==> config.mk <==
export PLATFORM = sky130hd
export DESIGN_NAME = seq_impl_lane
export DESIGN_NICKNAME = d
export VERILOG_FILES = /design/src/rtl/seq_impl_chk_pkg.sv /design/src/rtl/seq_impl_lane.sv
export SDC_FILE = /design/constraint.sdc
export NUM_CORES = 1
export LEC_CHECK = 0
export CAP_MARGIN = 0
export CORE_UTILIZATION = 53
export DETAILED_ROUTE_END_ITERATION = 12
export PLACE_DENSITY = 0.82
export SYNTH_ARGS = -nofsm -noshare
export SYNTH_HDL_FRONTEND = slang
export SYNTH_SLANG_ARGS = --single-unit
export TNS_END_PERCENT = 10
==> constraint.sdc <==
create_clock -name clk -period 4.39 [get_ports clk]
set_clock_uncertainty 0.15 [all_clocks]
set_input_delay 0.6585 -clock clk [delete_from_list [all_inputs] [get_ports clk]]
set_output_delay 0.6585 -clock clk [all_outputs]
set_load 0.03 [all_outputs]
==> src/rtl/seq_impl_chk_pkg.sv <==
// Shared definitions for the seq_impl_checker slice.
//   MAX_DELAY / MAX_CH : legal upper bounds for DELAY and NUM_CH
//   clog2_min1         : index width that never collapses to zero bits
//   chk_result_e       : outcome of a b-term evaluation on one edge
package seq_impl_chk_pkg;

  localparam int MAX_DELAY = 15;
  localparam int MAX_CH    = 32;

  typedef enum logic [1:0] {
    RES_NONE,
    RES_PASS,
    RES_FAIL
  } chk_result_e;

  function automatic int clog2_min1(input int n);
    return (n <= 2) ? 1 : $clog2(n);
  endfunction

endpackage

==> src/rtl/seq_impl_lane.sv <==
// One channel of the implication checker.
//   clk, rst           : clock, async active-high reset
//   en, clr_cnt        : start enable, synchronous counter clear
//   valid, a, b        : antecedent and consequent terms of this channel
//   pass_pulse/fail_pulse : registered one-cycle reports
//   pass_cnt/fail_cnt  : saturating event counters
//   fail_now           : combinational "a fail is evaluated on this edge"
module seq_impl_lane #(
  parameter int DELAY   = 3,
  parameter int OVERLAP = 1,
  parameter int CNT_W   = 16
) (
  input  logic             clk,
  input  logic             rst,
  input  logic             en,
  input  logic             clr_cnt,
  input  logic             valid,
  input  logic             a,
  input  logic             b,
  output logic             pass_pulse,
  output logic             fail_pulse,
  output logic [CNT_W-1:0] pass_cnt,
  output logic [CNT_W-1:0] fail_cnt,
  output logic             fail_now
);
  import seq_impl_chk_pkg::*;

  logic             a_chk;     // an attempt has its a-term due on this edge
  logic             a_fail;
  logic             b_pass;
  logic             b_fail;
  logic [DELAY-1:0] vld_pipe;  // bit j: armed attempt is j+1 edges old
  chk_result_e      b_res;
  logic [1:0]       fail_inc;

  if (OVERLAP != 0) begin : g_ovl
    assign a_chk = en & valid;
  end else begin : g_novl
    // |=> form: remember the start, a is judged on the next edge even if en drops
    logic start_q;
    always_ff @(posedge clk or posedge rst)
      if (rst) start_q <= 1'b0;
      else     start_q <= en & valid;
    assign a_chk = start_q;
  end

  assign a_fail = a_chk & ~a;

  // each surviving attempt walks its own bit, so overlapping attempts never merge
  always_ff @(posedge clk or posedge rst)
    if (rst) vld_pipe <= '0;
    else     vld_pipe <= (vld_pipe << 1) | DELAY'(a_chk & a);

  always_comb begin
    b_res = RES_NONE;
    if (vld_pipe[DELAY-1]) b_res = b ? RES_PASS : RES_FAIL;
  end

  assign b_pass   = (b_res == RES_PASS);
  assign b_fail   = (b_res == RES_FAIL);
  assign fail_now = a_fail | b_fail;
  // an a-fail of a new attempt and a b-fail of an old one count separately
  assign fail_inc = {1'b0, a_fail} + {1'b0, b_fail};

  function automatic logic [CNT_W-1:0] sat_add(input logic [CNT_W-1:0] c,
                                               input logic [1:0]       inc);
    logic [CNT_W+1:0] s;
    s = {2'b00, c} + {{CNT_W{1'b0}}, inc};
    if (s[CNT_W+1:CNT_W] != 2'b00) return '1;
    return s[CNT_W-1:0];
  endfunction

  always_ff @(posedge clk or posedge rst)
    if (rst) begin
      pass_cnt <= '0;
      fail_cnt <= '0;
    end else if (clr_cnt) begin
      pass_cnt <= '0;
      fail_cnt <= '0;
    end else begin
      pass_cnt <= sat_add(pass_cnt, {1'b0, b_pass});
      fail_cnt <= sat_add(fail_cnt, fail_inc);
    end

  // pulses are untouched by clr_cnt
  always_ff @(posedge clk or posedge rst)
    if (rst) begin
      pass_pulse <= 1'b0;
      fail_pulse <= 1'b0;
    end else begin
      pass_pulse <= b_pass;
      fail_pulse <= fail_now;
    end

endmodule

# ---- Word-level counts from Yosys, hierarchy flattened
# Index checks and enable logic that the tools add are counted.
dict set report op_classes {
  n_addsub 3
  n_eq_ne 2
  n_mux 12
  bitwise 6
  reduce_logical 2
}
# cell count
set ops {}
lappend ops {{16-bit two-way mux} 6}
lappend ops {{16-bit by 1-bit adder with 17-bit output} 1}
lappend ops {{16-bit by 2-bit adder with 17-bit output} 1}
lappend ops {{1-bit two-way mux} 4}
lappend ops {{2-bit two-way mux} 2}
lappend ops {{2-bit nonzero test} 2}
lappend ops {{1-bit bitwise AND} 3}
lappend ops {{3-bit by 1-bit bitwise OR with 3-bit output} 1}
lappend ops {{1-bit by 1-bit adder with 2-bit output} 1}
lappend ops {{2-bit by 1-bit equality test with 1-bit output (second input constant)} 1}
lappend ops {{2-bit equality test (second input constant)} 1}
lappend ops {{1-bit inverter} 1}
lappend ops {{1-bit bitwise OR} 1}
dict set report word_totals {
  ff_bits 37
  output_inout_bits 35
  word_cells 30
}

# ---- Logic depth before layout (Yosys ltp)
dict set report logic_depth {
  depth_word 10
  depth_mapped 9
}

# ---- Worst setup path after synthesis
# OpenSTA, ideal clock, no wires.
dict set report synth_path {
  path_type {input to register}
  startpoint {input en}
  endpoint {register fail_cnt[4]}
  setup_ns 0.076
  arrival_time_ns 2.225
  required_time_ns 4.164
  path_slack_ns 1.938
  path_stages 9
  cell_sequence {nand2_1 > nor2_1 > fa_1 > ha_1 > nand3_2 > nor4_4 > nand4_4 > buf_6 > a21oi_2}
}
dict set report synth_between {
  elab_chain_len 9
}
# item line_no
set synth_rtl {}
lappend synth_rtl {{start: declaration} seq_impl_lane.sv:15} ;# input logic en,
lappend synth_rtl {{1-bit bitwise AND *} seq_impl_lane.sv:37} ;# assign a_chk = en & valid;
lappend synth_rtl {{1-bit bitwise AND *} seq_impl_lane.sv:47} ;# assign a_fail = a_chk & ~a;
lappend synth_rtl {{1-bit by 1-bit adder with 2-bit output *} seq_impl_lane.sv:63} ;# assign fail_inc = {1'b0, a_fail} + {1'b0, b_fail};
lappend synth_rtl {{16-bit by 2-bit adder with 17-bit output *} seq_impl_lane.sv:68} ;# s = {2'b00, c} + {{CNT_W{1'b0}}, inc};
lappend synth_rtl {{2-bit nonzero test} seq_impl_lane.sv:69} ;# if (s[CNT_W+1:CNT_W] != 2'b00) return '1;
lappend synth_rtl {{1-bit two-way mux} seq_impl_lane.sv:69}
lappend synth_rtl {{1-bit two-way mux} seq_impl_lane.sv:77} ;# end else if (clr_cnt) begin
lappend synth_rtl {{16-bit two-way mux *} seq_impl_lane.sv:70} ;# return s[CNT_W-1:0];
lappend synth_rtl {{16-bit two-way mux *} seq_impl_lane.sv:77}
lappend synth_rtl {{end signal: assignment} seq_impl_lane.sv:82} ;# fail_cnt <= sat_add(fail_cnt, fail_inc);
lappend synth_rtl {{end: declaration} seq_impl_lane.sv:23} ;# output logic [CNT_W-1:0] fail_cnt,
# Mark *: on every way between the ends. The rest lies on a longest branch, timed or not. The select of a mux whose other input is x is not followed.

# ---- Final worst setup path
dict set report layout_path {
  startpoint {input en}
  endpoint {output fail_now}
}
dict set report layout_between {
  elab_chain_len 3
}
# item line_no
set layout_rtl {}
lappend layout_rtl {{1-bit bitwise AND} seq_impl_lane.sv:37}
lappend layout_rtl {{1-bit bitwise AND} seq_impl_lane.sv:47}
lappend layout_rtl {{1-bit bitwise OR} seq_impl_lane.sv:61} ;# assign fail_now = a_fail | b_fail;
lappend layout_rtl {{end: declaration} seq_impl_lane.sv:24} ;# output logic fail_now
# No other way between the ends.

==> PnR_summary.wiki <==
{| class="wikitable"
! Metric !! Value
|-
| Number of buffers inserted during clock tree synthesis || 5
|-
| Via-per-instance ratio || 5.42
|-
| YS warnings || 0
|-
| Post-synthesis cell type count || 35
|-
| Top flip-flop cell by instance count after synthesis || sky130_fd_sc_hd__dfrtp_1
|-
| Data arrival time of the critical path || 2150 ps
|-
| Most used standard cell by instance count after synthesis || sky130_fd_sc_hd__dfrtp_1
|-
| Most numerous cell on the critical path || sky130_fd_sc_hd__clkdlybuf4s50_1
|-
| Area fraction of the dominant cell type after synthesis || 50.3%
|-
| Slew HR || 37.1%
|-
| Seq. cell area || around 930 um^2
|-
| Cell types occupying the most area after synthesis || sky130_fd_sc_hd__dfrtp_1 (50%), sky130_fd_sc_hd__xnor2_1 (9.0%), sky130_fd_sc_hd__a21oi_1 (4.9%)
|-
| Cell type with the largest total area after synthesis || sky130_fd_sc_hd__dfrtp_1
|-
| First-iteration detailed-routing DRC count || 74
|-
| Die height || about 61 um
|-
| Critical Path Max Stage Delay || approximately 660 ps
|-
| Syn avg cell area || 10.7 um^2
|-
| Area delta synth->final || 27.8%
|-
| Number of antenna-violating nets in the routed design || 0
|-
| Transition time of the tightest slew-check pin || ~940 ps
|-
| Setup Fix Bufs, Post-CTS || 0
|-
| Global router's overall resource usage || 23.2%
|-
| Worst path cell trace || clkdlybuf4s50_1 -> nand2_1 -> nor2_1 -> or2_2 -> clkdlybuf4s50_1
|-
| Wire length per cell || 14.2 um
|-
| Count of pins on the block boundary || 42
|-
| CP endpoint kind || primary output
|-
| Post-route fraction of the period consumed by the critical path || 67.3%
|-
| Setup crit start kind || primary input
|-
| Number of enable-type register cells in the synthesized netlist || 0
|-
| Net count after synthesis || ~180
|-
| Remaining global-route overflow || 0
|-
| Number of nets in the layout || 228
|-
| Die Footprint || 3710 um^2
|-
| Effective utilization at floorplan || 55.2%
|-
| Highest achievable clock rate || 0.338 GHz
|-
| Clk buf depth || 2
|-
| H-tree depth || 2
|-
| Floorplan row count || 21
|-
| Floorplan core area || between 3000 and 4000 um^2
|-
| Layout filler cell count || 270
|-
| First-pass DRT Iterations || 4
|-
| Crit Path Max Fanout || 2
|-
| Multi-input gate area || 860 um^2
|-
| Critical path's top delay family || buffers and inverters
|-
| Maximum number of pins on one net before global-route repair || 26
|-
| Port Buf Inserts || 41
|-
| Proportion of synthesized chip area in sequential cells || 50.3%
|-
| Number of diodes || 0
|-
| WHS || 213 ps
|-
| CTS tree || built
|-
| Unrepaired setup endpoints after global routing || false
|-
| Estimated wirelength of the detail-placed design || 2.74 mm
|-
| Final critical-path required period || 2950 ps
|-
| Clock network latency to the later pin of the worst-skew pair || 360 ps
|-
| Leakage power || between 0.9 and 1 nW
|-
| Via count of the routed design || 1431
|-
| Peak supply drop || 148 uV
|-
| Result of the run || finished, final reports clean
|-
| Post-route DRC || 0
|-
| Areal power density over the cells || 237 nW/um^2
|-
| Max-cap violations || 0
|-
| Buffer and inverter count on the worst path || 2
|-
| Clk sink count || 37
|-
| Number of buffers inserted for hold repair after clock tree synthesis || 0
|-
| Vias in the first global route || 1343
|-
| Kind of path behind the tightest hold check || reg2reg
|-
| Post-route setup TNS || 0 ps
|-
| Max Transition Viols Final || 0
|-
| Synthesized netlist cell count || 172
|-
| Layout cell share with drive strength beyond 1 || 13.8%
|-
| Post-synthesis instance area || 1840 um^2
|-
| Routability-driven placement congestion ratio || 0.831
|-
| Clock root buffer || sky130_fd_sc_hd__clkbuf_4
|-
| Yosys reg bits || 37
|-
| Die Wd || 61.0 um
|-
| Post-cts gate resize count || 0
|-
| Critical Path RT || 3580 ps
|-
| Number of hold violations in the final report || 0
|-
| Detailed-route wire length || 3.76 mm
|-
| Initial antenna violation count || 0
|-
| Async set-or-reset flop fraction in the synthesized netlist || 100%
|-
| Clock transition at the registers of the reported paths || 120 ps
|-
| Number of endpoints failing setup at the final stage || 0
|-
| Crit Path Category || in2out
|-
| Slowest-stage cell, CP || sky130_fd_sc_hd__clkdlybuf4s50_1
|-
| First-pass GRT wire length || about 6 mm
|-
| Top cells by count, synth || sky130_fd_sc_hd__dfrtp_1 (37), sky130_fd_sc_hd__xnor2_1 (19), sky130_fd_sc_hd__a21oi_1 (18)
|}
==> layer usage <==
layer | track usage, % | vias to the layer above | wire length (um)
met1 | 28.7 | 686 | 1610
met2 | 37.4 | 43 | 1930
met5 | 0 | - | 0
met3 | 5.54 | 7 | 148
li1 | - | 695 | -
met4 | 13.0 | 0 | 70
==> layout make-up <==
| class | count | area share (%) |
|---|---|---|
| sequential | 37 | 39.3 |
| inverter | 8 | 1.28 |
| clock inverter | 3 | 0.744 |
| tap | 46 | 2.45 |
| timing repair buffer | 43 | 18.1 |
| clock buffer | 5 | 1.59 |
| multi-input combinational | 122 | 36.5 |
==> layout by cell type (no fill, tap or decap), drive strengths merged <==
master / instances
buf: 2
nor2b: 1
nor4: 6
mux2i: 1
a31o: 1
inv: 8
or2: 1
a21oi: 28
clkinvlp: 1
and4b: 2
o21ai: 1
nand4: 8
xor2: 3
xnor2: 19
nor2: 10
ha: 3
nand3: 8
clkdlybuf4s50: 41
nand2: 10
nor3: 10
and3: 5
clkinv: 2
dfrtp: 37
and2: 2
fa: 1
clkbuf: 5
a211oi: 1
a31oi: 1
==> state kept, by name (all words and copies together), names as in the netlist <==
register,flops
fail_cnt,16
fail_pulse,1
pass_cnt,16
pass_pulse,1
vld_pipe,3
==> logic make-up after synthesis <==
family / after synthesis / synth area share [%]
compound gates: 32 / 11.5
flops: 37 / 50.3
mux: 1 / 0.543
buf+inv: 13 / 3.06
fa+ha+maj: 4 / 3.13
simple gates: 63 / 21.0
xor+xnor: 22 / 10.5
==> power breakdown <==
part / switching [mW] / leakage, nW / internal, mW / total [mW]
sequential: 0.00198 / 0.514 / 0.344 / 0.346
combinational: 0.0228 / 0.384 / 0.0134 / 0.0362
clock: 0.116 / 0.0310 / 0.0603 / 0.177
total: 0.141 / 0.929 / 0.418 / 0.559
==> path summary, 6_finish.rpt <==
check                       startpoint     endpoint  slack, ps  depth (start not counted)
max                                 en     fail_now       1440                          5
min                        vld_pipe[0]  vld_pipe[1]        210                          0
max reg2reg                vld_pipe[2]  fail_cnt[0]       1940                          7
min reg2reg                vld_pipe[0]  vld_pipe[1]        210                          0
max in group asynchronous          rst  pass_cnt[5]       2700                          3
min in group asynchronous          rst  vld_pipe[1]        650                          2
==> metrics by stage <==
stage	total power [mW]	instance area (um^2)	util (%)	setup WS, ps	std cells
4_1_cts	0.563	2350	70.5	1430	264
6_report	0.559	2350	70.5	1440	264
5_1_grt	0.581	2350	70.5	1370	264
3_5_place_dp	0.389	2300	68.9	1110	256
3_3_place_gp	0.388	2300	68.9	1270	256
2_1_floorplan	0.372	1840	-	1940	172
Note: power is estimated with default switching activity, not from simulation.
